===== src/rtl/fetch_stage.sv =====
// rtl/fetch_stage.sv - instruction fetch stage with PC, two-byte assembly and IF/ID register
module fetch_stage #(
    parameter int unsigned          ADDR_W   = 8,
    parameter int unsigned          DATA_W   = 8,
    parameter logic [ADDR_W-1:0]    RESET_PC = 8'h00
) (
    input  logic              clk,
    input  logic              rst,
    input  logic              pc_en_i,
    input  logic              if_id_en_i,
    input  logic              flush_i,
    input  logic              bt_i,
    input  logic [ADDR_W-1:0] bt_target_i,
    output logic [ADDR_W-1:0] imem_addr_o,
    input  logic [DATA_W-1:0] imem_data_i,
    output logic [DATA_W-1:0] if_id_instr_o,
    output logic [DATA_W-1:0] if_id_imm_o,
    output logic [ADDR_W-1:0] if_id_pc_next_o,
    output logic              if_id_valid_o
);

    typedef enum logic {ST_OP = 1'b0, ST_IMM = 1'b1} state_t;

    state_t            state_q, state_d;
    logic [ADDR_W-1:0] pc_q, pc_d;
    logic [DATA_W-1:0] op_hold_q, op_hold_d;
    logic [DATA_W-1:0] instr_q, instr_d;
    logic [DATA_W-1:0] imm_q, imm_d;
    logic [ADDR_W-1:0] pc_next_q, pc_next_d;
    logic              valid_q, valid_d;

    logic              advance;
    logic              two_byte;
    logic [ADDR_W-1:0] pc_inc;

    // A flush with IF/ID enabled turns the fetch slot into a bubble, so the PC must not move either.
    assign advance  = pc_en_i & if_id_en_i & ~flush_i;
    assign two_byte = (imem_data_i[7:4] == 4'hC);
    assign pc_inc   = pc_q + ADDR_W'(1);

    always_ff @(posedge clk or posedge rst) begin
        if (rst) begin
            state_q   <= ST_OP;
            pc_q      <= RESET_PC;
            op_hold_q <= '0;
            instr_q   <= '0;
            imm_q     <= '0;
            pc_next_q <= '0;
            valid_q   <= 1'b0;
        end else begin
            state_q   <= state_d;
            pc_q      <= pc_d;
            op_hold_q <= op_hold_d;
            instr_q   <= instr_d;
            imm_q     <= imm_d;
            pc_next_q <= pc_next_d;
            valid_q   <= valid_d;
        end
    end

    always_comb begin
        state_d   = state_q;
        pc_d      = pc_q;
        op_hold_d = op_hold_q;
        if (bt_i) begin
            state_d   = ST_OP;
            pc_d      = bt_target_i;
            op_hold_d = '0;
        end else if (advance) begin
            pc_d = pc_inc;
            if (state_q == ST_OP) begin
                if (two_byte) begin
                    op_hold_d = imem_data_i;
                    state_d   = ST_IMM;
                end
            end else begin
                state_d = ST_OP;
            end
        end
    end

    always_comb begin
        instr_d   = instr_q;
        imm_d     = imm_q;
        pc_next_d = pc_next_q;
        valid_d   = valid_q;
        if (bt_i || (if_id_en_i && !advance) ||
            (advance && state_q == ST_OP && two_byte)) begin
            instr_d   = '0;
            imm_d     = '0;
            pc_next_d = '0;
            valid_d   = 1'b0;
        end else if (advance) begin
            pc_next_d = pc_inc;
            valid_d   = 1'b1;
            if (state_q == ST_OP) begin
                instr_d = imem_data_i;
                imm_d   = '0;
            end else begin
                instr_d = op_hold_q;
                imm_d   = imem_data_i;
            end
        end
    end

    assign imem_addr_o     = pc_q;
    assign if_id_instr_o   = instr_q;
    assign if_id_imm_o     = imm_q;
    assign if_id_pc_next_o = pc_next_q;
    assign if_id_valid_o   = valid_q;

endmodule


===== config.mk =====
export PLATFORM = sky130hd
export DESIGN_NAME = fetch_stage
export DESIGN_NICKNAME = d
export VERILOG_FILES = /design/src/rtl/fetch_stage.sv
export SDC_FILE = /design/constraint.sdc
export NUM_CORES = 1
export LEC_CHECK = 0
export CAP_MARGIN = 20
export CORE_MARGIN = 8
export CORE_UTILIZATION = 30
export DETAILED_ROUTE_END_ITERATION = 6
export HOLD_SLACK_MARGIN = 0.15
export SLEW_MARGIN = 15
export SYNTH_ARGS = -nofsm -noshare
export SYNTH_HDL_FRONTEND = slang
export SYNTH_SLANG_ARGS = --single-unit

===== constraint.sdc =====
create_clock -name clk -period 3 [get_ports clk]
set_input_delay 0.45 -clock clk [delete_from_list [all_inputs] [get_ports clk]]
set_output_delay 0.45 -clock clk [all_outputs]
set_load 0.005 [all_outputs]

# Word-level counts from Yosys, hierarchy flattened
# Cells that the tools add are included.
[classes] n_addsub=1 reduce_logical=10 bitwise_logic=4 eq_ne=2 mux=19
[ops] cell="$mux W8" n=13
[ops] cell="$add A8 B1 Y8 const B" n=1
[ops] cell="$mux W1" n=6
[ops] cell="$reduce_bool A2 Y1" n=3
[ops] cell="$eq A4 B4 Y1 const B" n=1
[ops] cell="$logic_and A1 B1 Y1" n=3
[ops] cell="$reduce_and A3 Y1" n=1
[ops] cell="$and A1 B1 Y1" n=2
[ops] cell="$logic_or A1 B1 Y1" n=2
[ops] cell="$ne A2 B2 Y1 const B" n=1
[ops] cell="$not A1 Y1" n=2
[ops] cell="$logic_not A1 Y1" n=1
[word_totals] word_cells=43 inputBits=22 regBits=42 output_inout_bits=33

# Depth between registers and ports, before layout
[depth] word_depth=7 mapped_depth=5 depth_no_buf=4

# Worst setup path before layout
# No wires, ideal clock.
[synth_timing] path_kind="input-to-reg" startpoint="input port imem_data_i[5]" endpoint="register pc_next_q[5] (netlist: if_id_pc_next_o[5])" arrival_ns=1.396 setup_ns=0.131 required_ns=2.869 path_buffers=1 path_slack_ns=1.473 path_stages=4 cell_sequence="nor4b_1 > a211o_1 > buf_2 > a22oi_1"
[synth_via] elab_chain_cells=4 elab_cells_between_ends=5 classes_between="eq/ne: 1; mux: 1; reduce/logical: 3"
[synth_rtl] item="start: declaration" line="15" source="input logic [DATA_W-1:0] imem_data_i,"
[synth_rtl] item="$eq A4 B4 Y1 (*)" line="38" source="assign two_byte = (imem_data_i[7:4] == 4'hC);"
[synth_rtl] item="$logic_and A1 B1 Y1 (*)" line="88" source="(advance && state_q == ST_OP && two_byte)) begin"
[synth_rtl] item="$logic_or A1 B1 Y1 (*)" line="87" source="if (bt_i || (if_id_en_i && !advance) ||"
[synth_rtl] item="$mux W8 / $reduce_bool A2 Y1 (equally long branches)"
[synth_rtl] item="end signal: assignment" line="56" source="pc_next_q <= pc_next_d;"
[synth_rtl] item="end: declaration" line="29" source="logic [ADDR_W-1:0] pc_next_q, pc_next_d;"
# Every way passes the cells marked *; elsewhere a longest branch is shown, timed or not.
# A chain may end at the register's enable or synchronous reset.

# Final worst setup path
[layout_timing] startpoint="register state_q" endpoint="register pc_next_q[2] (netlist: if_id_pc_next_o[2])"
[layout_via] elab_chain_cells=5 elab_cells_between_ends=6 classes_between="mux: 1; bitwise: 1; reduce/logical: 4"
[layout_rtl] item="start: declaration" line="24" source="state_t state_q, state_d;"
[layout_rtl] item="start signal: assignment" line="51" source="state_q <= state_d;"
[layout_rtl] item="$not A1 Y1 (*)"
[layout_rtl] item="$logic_and A1 B1 Y1 (*) (2 in a row)" line="88"
[layout_rtl] item="$logic_or A1 B1 Y1 (*)" line="87"
[layout_rtl] item="$mux W8 / $reduce_bool A2 Y1 (equally long branches)"
# Marked as above.

==> metrics.md <==
| Metric | Value |
|---|---|
| Status | `complete, no violations` |
| Leakage | `1.09 nW` |
| CTS Sinks | `42` |
| Synthesized area per cell | `~11 sq um` |
| Die X | `96.2 um` |
| Psw | `roughly 0.29 mW` |
| Final Skew | `between 0.008 and 0.009 ns` |
| Multi-input gate area | `802 sq um` |
| Final setup viols | `0` |
| Fillers | `642` |
| Synth Area in Adders | `less than 1%` |
| DR WL/cell | `between 15 and 20 um` |
| Met3 Track Usage GR | `3.98%` |
| Most frequent cells in the layout | `54 x clkdlybuf4s50_1, 42 x dfrtp_1, 28 x nand2_1` |
| CP max FO | `14` |
| Synth Area in XOR/XNOR | `2.27%` |
| CTS tree | `built` |
| Layout cells sized above 1 | `just under 7%` |
| Core area | `6280 sq um` |
| Bufs on Longest Clock Path | `2` |
| Synth Cell Area | `1930 sq um` |
| Via count | `1556` |
| Period utilization | `66.9%` |
| Grt peak-use layer | `met2` |
| Post-layout util | `41.8%` |
| CP delay by family, top | `compound AO/OA/AOI/OAI gates` |
| Worst skew pair latency | `0.29 ns` |
| IO Pins | `55` |
| CTS clk-pin slew, worst paths | `roughly 0.080 ns` |
| Final Critical Period | `2.01 ns` |
| Switching Fraction | `25.5%` |
| Post-Route Setup TNS | `0 ns` |
| Antenna-violating nets left | `0` |
| Most common cell after layout, fill and taps aside | `clkdlybuf4s50_1` |
| Simple-Gate Fraction of Synth Area | `15.1%` |
| GP Congestion | `~0.74` |
| Flop pwr share | `53.2%` |
| Routed WL | `between 4000 and 5000 um` |
| CP peak stage delay | `0.64 ns` |
| CP Capture Type | `register` |
| Hold Vio Cnt, Final | `0` |
| Synth Area in Compound Gates | `roughly 17%` |
| M2 GR Usage | `between 10% and 20%` |
| Max-Cap Viols | `0` |
| PwrDens | `~430 nW/um^2` |
| CP Cell Sequence | `nor4b_1 > a211o_1 > o21ai_0` |
| Worst slew pin tran | `0.588 ns` |
| Largest net degree at the start of global routing | `43` |
| Detail Placement HPWL | `~3500 um` |
| Mapped Nets | `a little over 200` |
| H-tree depth | `2` |
| Worst vdd ir | `0.163 mV` |
| Initial cell density of the core | `around 30%` |
| Antenna violations before repair | `0` |
| Int Power | `~0.85 mW` |
| Tot GR Track Use | `11.0%` |
| Post-synthesis sequential area ratio | `54.5%` |
| Vias per Instance | `5.00` |
| FF/Latch Area | `1050 sq um` |
| Remaining Overflow, GRT | `0` |
| First-pass GRT wire length | `7860 um` |
| Number of diodes | `0` |
| Post-DP Area | `around 2500 sq um` |
| Critical path's slowest cell | `nor4b_1` |
| Clock network power share | `approximately 34%` |
| Clock Root Buffer | `clkbuf_8` |
| Postcts setup bufs | `0` |
| Max Slew Vio Count | `0` |
| Reg2reg setup slack | `0.99 ns` |
| Count of nets after finishing | `256` |
| Min-Delay Path Class | `register to register` |
| Pre-CTS setup slack | `0.677 ns` |
| Combinational family with the most area after synthesis | `compound AO/OA/AOI/OAI gates` |
| Die Y | `96.2 um` |
| Drt pass-1 iters | `4` |
| Count of different cell masters after synthesis | `37` |
| F_max | `498 MHz` |
| Area delta synth->final | `35.9%` |
| Worst Path Arrival | `2.16 ns` |
| Slew margin rel. | `60.3%` |
| Gate power share | `13.3%` |
| Critical path type | `register to register` |
| GR Layer Usage met1 | `between 10 and 15%` |
| # rows | `29` |
| Starting DRT DRC Count | `80` |
| Final worst slack | `0.992 ns` |
| Synth Warn # | `0` |
| Startpoint Class | `register` |
| Synth Instances | `181` |
| PostCTS Resize Cnt | `0` |
| Clock buffer count from CTS | `5` |
| Die ar. | `9250 sq um` |
| Mux cell area share after synthesis | `6.87%` |
| Final Instance Area | `2620 sq um` |
| Synthesized flop and latch total | `42` |
| Cts hold-fix bufs | `0` |
| CP required | `3.16 ns` |
| # port buffers | `54` |
| Post-route DRC violation count | `0` |
| Number of global-route vias before repair | `1517` |
| Bufs and invs on worst path | `0` |
| RSZ-0062 raised after global routing | `no` |
## logic make-up (layout without fill, tap and decap cells)
group,after synthesis,count (layout)
simple gates,57,57
compound gates,47,47
flops,42,42
buf+inv,16,69
mux,13,13
xor+xnor,5,5
fa+ha+maj,1,1
## final timing paths
kind                                   from                  to  cells after the start
max in group asynchronous               rst    if_id_instr_o[7]                      3
max reg2reg                         state_q  if_id_pc_next_o[2]                      3
max                                 state_q  if_id_pc_next_o[2]                      3
min                        if_id_instr_o[2]    if_id_instr_o[2]                      2
min in group asynchronous               rst  if_id_pc_next_o[4]                      3
min reg2reg                if_id_instr_o[2]    if_id_instr_o[2]                      2
## cell usage after synthesis
cell	number	share of area, %
nand3b_2	1	0.58
buf_2	4	1.0
o211ai_1	1	0.39
a211o_1	2	0.91
o31a_1	2	0.91
or3b_2	2	0.91
dfrtp_1	42	54
nor4b_1	1	0.45
clkbuf_1	6	1.2
o21a_1	2	0.78
nand4b_1	1	0.45
buf_4	1	0.39
xor2_1	2	0.91
mux2_2	2	1.2
ha_1	1	0.65
and4_1	1	0.45
buf_6	1	0.58
or4_1	3	1.2
a32o_1	2	1.0
xnor2_1	3	1.4
nand4_1	2	0.65
a32oi_1	1	0.45
or3_1	1	0.32
o21ai_0	17	4.4
inv_1	4	0.78
a22oi_1	3	1.2
a31oi_1	4	1.3
nand2b_1	1	0.32
nor2_1	5	0.97
a22o_1	8	3.6
o31ai_1	3	1.2
nand2_1	28	5.4
mux2i_1	11	5.7
a21oi_1	2	0.52
and3b_1	1	0.45
and3_1	5	1.6
nand3_1	5	1.3
## area by class of cell
cell class / instances / area share [%]
repair buffers: 57 / 21.5
inverters: 4 / 0.573
clock buffers: 6 / 3.15
multi-input cells: 123 / 30.6
flip-flops and latches: 42 / 40.1
well taps: 77 / 3.67
clock inverters: 2 / 0.477
## registers in the layout, summed over array words and instances, names as in the netlist
name / flops
if_id_imm_o: 8
if_id_instr_o: 8
if_id_pc_next_o: 8
if_id_valid_o: 1
imem_addr_o: 8
op_hold_q: 8
state_q: 1
## worst register-to-register path: stages (launching register included)
cell,delay [ns]
dfrtp_1,0.58
nor4b_1,0.64
a211o_1,0.48
o21ai_0,0.17
## per-stage QoR
| step | instances | hold slack (ns) | total power [mW] |
|---|---|---|---|
| floorplan | 181 | 0.464 | 0.681 |
| global placement | 303 | 0.464 | 0.771 |
| detailed placement | 303 | 0.471 | 0.772 |
| CTS | 311 | 0.490 | 1.16 |
| global route | 311 | 0.498 | 1.19 |
| finish | 311 | 0.482 | 1.14 |
## routing by layer
layer	up-vias	wire length, um
met5	-	0
met4	0	41
met3	5	353
met2	41	2220
met1	745	2310
li1	765	-
## power groups by stage
stage | sequential, mW | clock [mW] | combinational, mW
floorplan | 0.612 | 0 | 0.0693
global placement | 0.618 | 0 | 0.153
detailed placement | 0.618 | 0 | 0.155
CTS | 0.607 | 0.393 | 0.155
global route | 0.610 | 0.414 | 0.169
finish | 0.607 | 0.381 | 0.151
(Power assumes the default switching activity.)
